`config.mk`:
```
export PLATFORM = sky130hd
export DESIGN_NAME = multi_cycle_ctrl
export DESIGN_NICKNAME = d
export VERILOG_FILES = /design/src/rtl/multi_cycle_ctrl.sv
export SDC_FILE = /design/constraint.sdc
export NUM_CORES = 1
export LEC_CHECK = 0
export CORE_ASPECT_RATIO = 1.2
export CORE_MARGIN = 3
export CORE_UTILIZATION = 50
export CTS_BUF_LIST = sky130_fd_sc_hd__clkbuf_4 sky130_fd_sc_hd__clkbuf_8
export CTS_CLUSTER_SIZE = 30
export DETAILED_ROUTE_END_ITERATION = 10
export GPL_TIMING_DRIVEN = 0
export PLACE_DENSITY = 0.82
export SLEW_MARGIN = 40
export SYNTH_ARGS = -nofsm -noshare
export SYNTH_HDL_FRONTEND = slang
export SYNTH_SLANG_ARGS = --single-unit
```
`constraint.sdc`:
```
create_clock -name clk -period 2.58 [get_ports clk]
set_input_delay 0.258 -clock clk [delete_from_list [all_inputs] [get_ports clk]]
set_output_delay 0.258 -clock clk [all_outputs]
set_load 0.01 [all_outputs]
```
`src/rtl/multi_cycle_ctrl.sv`:
```
// Multi-cycle MIPS-subset control FSM: sequences FETCH/DECODE/EXEC/MEM/WB,
// drives datapath enables combinationally and traps data-memory timeouts in ERR.
module multi_cycle_ctrl #(
    parameter int unsigned DM_TIMEOUT = 15
) (
    input  logic        clk,
    input  logic        reset,
    input  logic [5:0]  opcode,
    input  logic [5:0]  func,
    input  logic        cmp_eq,
    input  logic        dm_ready,
    output logic        ir_we,
    output logic        pc_we,
    output logic [1:0]  npc_sel,
    output logic        grf_we,
    output logic        dm_req,
    output logic        dm_we,
    output logic [2:0]  state,
    output logic [31:0] instr_cnt,
    output logic        err
);

    localparam int unsigned WAIT_W = (DM_TIMEOUT < 2) ? 1 : $clog2(DM_TIMEOUT + 1);
    localparam int unsigned CNT_W  = 32;

    typedef enum logic [2:0] {
        S_FETCH  = 3'd0,
        S_DECODE = 3'd1,
        S_EXEC   = 3'd2,
        S_MEM    = 3'd3,
        S_WB     = 3'd4,
        S_ERR    = 3'd7
    } state_t;

    typedef enum logic [3:0] {
        C_NOP   = 4'd0,
        C_RTYPE = 4'd1,
        C_JR    = 4'd2,
        C_ORI   = 4'd3,
        C_LUI   = 4'd4,
        C_LW    = 4'd5,
        C_SW    = 4'd6,
        C_BEQ   = 4'd7,
        C_JAL   = 4'd8
    } iclass_t;

    state_t              r_state;
    state_t              w_state_next;
    iclass_t             w_class;
    logic [WAIT_W-1:0]   r_wait_cnt;
    logic [WAIT_W-1:0]   w_wait_inc;
    logic                w_wait_clr;
    logic                w_wait_step;
    logic                w_retire;
    logic [CNT_W-1:0]    r_instr_cnt;
    logic                r_err;

    // Instruction class decode from the IR opcode/func fields
    always_comb begin
        w_class = C_NOP;
        case (opcode)
            6'b000000: begin
                if (func == 6'b100001 || func == 6'b100011) begin
                    w_class = C_RTYPE;
                end else if (func == 6'b001000) begin
                    w_class = C_JR;
                end
            end
            6'b001101: w_class = C_ORI;
            6'b001111: w_class = C_LUI;
            6'b100011: w_class = C_LW;
            6'b101011: w_class = C_SW;
            6'b000100: w_class = C_BEQ;
            6'b000011: w_class = C_JAL;
            default:   w_class = C_NOP;
        endcase
    end

    assign w_wait_inc = r_wait_cnt + WAIT_W'(1);

    // Next-state and enable logic
    always_comb begin
        w_state_next = r_state;
        ir_we        = 1'b0;
        pc_we        = 1'b0;
        npc_sel      = 2'd0;
        grf_we       = 1'b0;
        dm_req       = 1'b0;
        dm_we        = 1'b0;
        w_retire     = 1'b0;
        w_wait_clr   = 1'b0;
        w_wait_step  = 1'b0;

        case (r_state)
            S_FETCH: begin
                ir_we        = 1'b1;
                pc_we        = 1'b1;
                npc_sel      = 2'd0;
                w_state_next = S_DECODE;
            end
            S_DECODE: begin
                if (w_class == C_NOP) begin
                    w_retire     = 1'b1;
                    w_state_next = S_FETCH;
                end else begin
                    w_state_next = S_EXEC;
                end
            end
            S_EXEC: begin
                case (w_class)
                    C_RTYPE, C_ORI, C_LUI, C_JAL: w_state_next = S_WB;
                    C_LW, C_SW: begin
                        w_wait_clr   = 1'b1;
                        w_state_next = S_MEM;
                    end
                    C_BEQ: begin
                        pc_we        = cmp_eq;
                        npc_sel      = cmp_eq ? 2'd1 : 2'd0;
                        w_retire     = 1'b1;
                        w_state_next = S_FETCH;
                    end
                    C_JR: begin
                        pc_we        = 1'b1;
                        npc_sel      = 2'd3;
                        w_retire     = 1'b1;
                        w_state_next = S_FETCH;
                    end
                    default: w_state_next = S_FETCH;
                endcase
            end
            S_MEM: begin
                dm_req = 1'b1;
                dm_we  = (w_class == C_SW);
                // A ready strobe on the timeout cycle still wins over ERR
                if (dm_ready) begin
                    if (w_class == C_LW) begin
                        w_state_next = S_WB;
                    end else begin
                        w_retire     = 1'b1;
                        w_state_next = S_FETCH;
                    end
                end else begin
                    w_wait_step = 1'b1;
                    if (w_wait_inc == WAIT_W'(DM_TIMEOUT)) begin
                        w_state_next = S_ERR;
                    end
                end
            end
            S_WB: begin
                grf_we = 1'b1;
                if (w_class == C_JAL) begin
                    pc_we   = 1'b1;
                    npc_sel = 2'd2;
                end
                w_retire     = 1'b1;
                w_state_next = S_FETCH;
            end
            S_ERR: w_state_next = S_ERR;
            default: w_state_next = S_ERR;
        endcase

        // Enables are held off for as long as reset is asserted
        if (!reset) begin
            ir_we   = 1'b0;
            pc_we   = 1'b0;
            npc_sel = 2'd0;
            grf_we  = 1'b0;
            dm_req  = 1'b0;
            dm_we   = 1'b0;
        end
    end

    always_ff @(posedge clk or negedge reset) begin
        if (!reset) begin
            r_state <= S_FETCH;
        end else begin
            r_state <= w_state_next;
        end
    end

    // Wait counter, retire counter and sticky error flag
    always_ff @(posedge clk or negedge reset) begin
        if (!reset) begin
            r_wait_cnt  <= '0;
            r_instr_cnt <= '0;
            r_err       <= 1'b0;
        end else begin
            if (w_wait_clr) begin
                r_wait_cnt <= '0;
            end else if (w_wait_step) begin
                r_wait_cnt <= w_wait_inc;
            end
            if (w_retire) begin
                r_instr_cnt <= r_instr_cnt + CNT_W'(1);
            end
            if (w_state_next == S_ERR) begin
                r_err <= 1'b1;
            end
        end
    end

    assign state     = r_state;
    assign instr_cnt = r_instr_cnt;
    assign err       = r_err;

endmodule

```
* Yosys cells after proc, flatten, opt, wreduce, memory -nomap -nowiden
Index checks and enable logic that the tools add are counted. Widths: inputs -> output; s select.
Storage, ports and cells: flip-flop bits (word level) 40, input port bits 16, logic and storage cells 74
Operators by class: add/subtract/negate cells 2, eq/ne operators 23, multiplexer cells 37, reductions and logical operators 8
Operators with widths (number):
- $add 32x1->32 const B | 1
- $pmux 4 s7 | 1
- $eq 6x6->1 const B | 4
- $mux 1 | 19
- $eq 6x4->1 const B | 3
- $eq 4x3->1 const B | 4
- $pmux 3 s5 | 1
- $mux 2 | 5
- $mux 3 | 3
- $eq 4x2->1 const B | 2
- $eq 4x4->1 const B | 2
- $mux 4 | 2
- $pmux 2 s2 | 2
- $eq 3x2->1 const B | 2
- $eq 3x3->1 const B | 2
- $eq 6x2->1 const B | 1
- $eq 6x3->1 const B | 1
- $logic_not 6->1 | 1
- $pmux 3 s2 | 1
- $add 4x1->4 const B | 1
- $eq 4x1->1 const B | 1
- $logic_not 4->1 | 1
- $pmux 1 s4 | 1
- $reduce_or 2->1 | 2
- 7 further kinds | 7

* Depth between registers and ports, before layout
depth in word-level cells 9, mapped depth 8, mapped depth without buffers 6

* Least setup slack after synthesis
OpenSTA, ideal clock, no wires.
path type flip-flop to flip-flop, start register r_instr_cnt[3] (netlist: instr_cnt[3]), end register r_instr_cnt[31] (netlist: instr_cnt[31]), setup time 0.124 ns, arrival 1.977 ns, slack 0.478 ns, cell stages (with the launch flop) 7, period minus slack after synthesis 2.102 ns, cell sequence dfrtp_1 > nand3_2 > nor4_4 > and2_1 > nand4_1 > or4b_1 > xnor2_1
On the way: cells in the longest elaborated chain, start to end 1
Ends and longest elaborated chain:
- start: declaration | RTL line 55 | logic [CNT_W-1:0] r_instr_cnt;
- start signal: assignment | RTL line 194 | r_instr_cnt <= r_instr_cnt + CNT_W'(1);
- $add 32x1->32 | RTL line 194
No other way between the ends. A chain may end at the register's enable or synchronous reset.

* Worst setup path after layout
start input port opcode[0], end output port pc_we
On the way: cells in the longest elaborated chain, start to end 6, elaborated cells on any way between the ends 15
Ends and longest elaborated chain:
- start: declaration | RTL line 8 | input logic [5:0] opcode,
- $eq 6x2->1, or another cell as far along | RTL line 61 | case (opcode)
- $pmux 4 s7 * | RTL line 61
- $eq 4x2->1, or another cell as far along | RTL line 110 | case (w_class)
- $pmux 1 s2 / $mux 1 (equally long branches) | RTL line 110, 151
- $pmux 1 s3 * | RTL line 94 | case (r_state)
- $mux 1 * | RTL line 163 | if (!reset) begin
- end: declaration | RTL line 13 | output logic pc_we,
Every way passes the cells marked *; elsewhere a longest branch is shown, timed or not.

==> flow_summary_export.csv <==
group,metric,value,unit
sta,tightest_slew,0.532,ns
yosys,ys_seq_area_frac,0.437,
die,coreArea,4330,um^2
sta,max_clock_freq,0.409,GHz
worst_setup_path,arrival,2.19,ns
yosys,synth_enable_flop_cells,0,
die,dieArea,5430,um^2
sta,finClkSkew,0.00555,ns
worst_setup_path,end_kind,"output port",
detailed_routing,wl_per_cell,14.2,um
place,dpl_cell_area,2940,um^2
clocking,cts_tree,"yes",
cells_and_area,fin_area,3090,um^2
sta,finalMaxSlewViolations,0,
sta,slew_headroom,0.643,
global_route,grt_pass1_wl,8.64,mm
yosys,synthFlopType,"dfrtp_1",
worst_setup_path,cp-start-kind,"input port",
status,outcome,"complete, no violations",
worst_setup_path,reg2reg_to,"instr_cnt[31]",
worst_setup_path,reg2reg_from,"instr_cnt[3]",
global_route,grt_pass1_vias,1983,
sta,setup_violations,0,
job,maxCapViolations,0,
worst_setup_path,critical_path_class,"in -> out",
detailed_routing,first_pass_iters,4,
cells_and_area,antenna_cells,0,
clocking,clkLatencyLatePin,0.29,ns
sta,finalSetupTns,0,ns
global_route,track_usage,0.208,
global_route,grt_max_degree,47,
power,p_per_area,656,nW/um^2
cells_and_area,nNetsFinal,327,
die,initial_utilization,0.529,
worst_setup_path,reg2reg_slack,0.26,ns
worst_setup_path,crit_fanout,5,
place,io_buffers,58,
clocking,cts_sinks,40,
clocking,clockBufferDepth,2,
worst_setup_path,r2r_cells,6,
sta,rsz0062_at_grt,"false",
worst_setup_path,cp.required,2.32,ns
sta,period_minus_slack,2.45,ns
place,dp.cells,354,
yosys,ys_ff_latch,40,
global_route,grt_overflow,0,
cells_and_area,final_cells,365,
die,io_pins,59,
yosys,ys_types,44,
die,die_h,80.1,um
detailed_routing,via_per_inst,5.64,
yosys,ys_warn_count,0,
cells_and_area,drive_gt1_frac,0.0874,
clocking,cts_max_level,2,
place,dp_slack,-0.420,ns
yosys,synth_fp_nets,259,
yosys,synth_area,2290,um^2
sta,finalWorstSetupSlack,0.135,ns
detailed_routing,vias,2058,
power,p_leak,1.29,nW
clocking,cts_buffers,5,
yosys,synthCells,240,
sta,hold_slack,0.451,ns
power,ir_drop,0.367,mV
hold_path,hold_class,"in -> async",
detailed_routing,wl,5.19,mm
yosys,syn_area_per_cell,9.54,um^2
place,routabilityCongestion,0.881,
clocking,clk_pin_slew_worst_paths,0.07,ns
yosys,synthArstFlopShare,1.00,
detailed_routing,drc,0,
clocking,root_buffer,"clkbuf_8",
detailed_routing,ant_nets,0,
die,die_x,67.8,um
detailed_routing,drt_iter0_drc,74,
cells_and_area,synthToLayoutAreaGrowth,35.1,%
place,hpwl,3.78,mm
die,core.rowCount,26,
global_route,antenna_found_initial,0,
sta,hold_viol,0,
sta,period_share,0.948,
-- layer usage --
layer	up-vias	track usage	part of all wire
met4	0	0.0811	0.021
met3	11	0.0406	0.049
met2	60	0.376	0.51
li1	990	-	-
met1	997	0.232	0.42
met5	-	0	0
-- placed cells by master, fill, tap and decap left out, types with 2 or more instances in the layout --
master	instances
nand2_1	17
a21oi_1	7
nand2b_1	2
or4_4	2
nor2b_1	3
clkbuf_8	6
xor2_1	4
or4b_4	2
and3_1	7
nor3b_1	5
ha_1	3
nand3b_1	3
nor3_1	5
nor2_1	22
clkdlybuf4s50_1	51
clkbuf_1	6
a31oi_1	3
nand4_1	17
and3b_1	2
dlymetal6s2s_1	4
dfrtp_1	40
nand3_1	19
buf_2	3
o21ai_0	4
and2_1	5
buf_4	2
inv_1	5
xnor2_1	32
-- cell families after synthesis --
group,share of synthesized area
and+or+nand+nor,0.309
xor gates and xnor gates,0.138
muxes,0.00929
buffers and inverters,0.0246
AOI/OAI and AO/OA,0.0656
DFF,0.437
adders and majority gates,0.0164
-- final cells by class --
class,count,area [um^2]
buffer,9,37.5
clock buffer,7,90.1
clock inverter,1,7.51
fill,355,1230
inverter,5,18.8
multi-input combinational,186,1260
sequential,40,1000
tap,56,70.1
timing repair buffer,61,611
-- state kept, by name (all words and copies together) (netlist names) --
register,count
instr_cnt,32
r_wait_cnt,4
state,3
err,1
-- worst max-delay path by stage --
stage | slack [ns] | to | startpoint
finish | 0.13 | pc_we | opcode[0]
global route | 0.02 | pc_we | opcode[1]
CTS | 0.04 | npc_sel[0] | opcode[3]
detailed placement | -0.42 | pc_we | opcode[3]
global placement | -0.84 | dm_we | reset
floorplan | 0.48 | instr_cnt[31] | instr_cnt[3]
-- where the power goes --
part | leakage (nW) | switching (W) | internal, W
Clock | 0.0479 | 0.000210 | 0.000228
Sequential | 0.536 | 0.000114 | 0.000713
Combinational | 0.702 | 0.000413 | 0.000351
Total | 1.29 | 0.000738 | 0.00129
-- timing repair --
item                       4_1_cts  5_1_grt
hold endpoints to repair        40        0
gates resized for setup          7        9
setup endpoints to repair        3        3
hold buffers                     1        0
pin swaps                        1        0
setup buffers                    2        0
-- stage by stage --
| stage | utilization | power (W) |
|---|---|---|
| after floorplan | - | 0.00128 |
| after global placement | 0.679 | 0.00158 |
| after detailed placement | 0.679 | 0.00160 |
| after CTS | 0.712 | 0.00204 |
| after global routing | 0.715 | 0.00216 |
| final | 0.715 | 0.00203 |
-- critical path, cell delays in order --
cell and delay (ns):
clkdlybuf4s50_1 0.47, or4_4 0.59, nor3_4 0.22, a21oi_1 0.07
nor2_1 0.09, nor2_1 0.05, nor3b_1 0.15, dlygate4sd2_1 0.28
-- Yosys cell counts (2+ instances only) --
cell type | instances | area share
nand3b_1 | 3 | 0.0098
nor3_1 | 6 | 0.013
nand2_1 | 17 | 0.028
or4_1 | 3 | 0.0098
xnor2_1 | 32 | 0.12
nand2b_1 | 2 | 0.0055
nor3b_1 | 5 | 0.016
xor2_1 | 4 | 0.015
clkbuf_1 | 6 | 0.0098
nand3_1 | 19 | 0.042
inv_1 | 5 | 0.0082
o21ai_0 | 4 | 0.0087
and3b_1 | 2 | 0.0077
nand4_1 | 17 | 0.046
a31oi_1 | 3 | 0.0082
ha_1 | 3 | 0.016
nor2_1 | 23 | 0.038
dfrtp_1 | 40 | 0.44
and3_1 | 7 | 0.019
a21oi_1 | 7 | 0.015
buf_2 | 3 | 0.0066
and2_1 | 5 | 0.014
nor2b_1 | 3 | 0.0082
No activity file was read; power rests on OpenSTA's default activity.
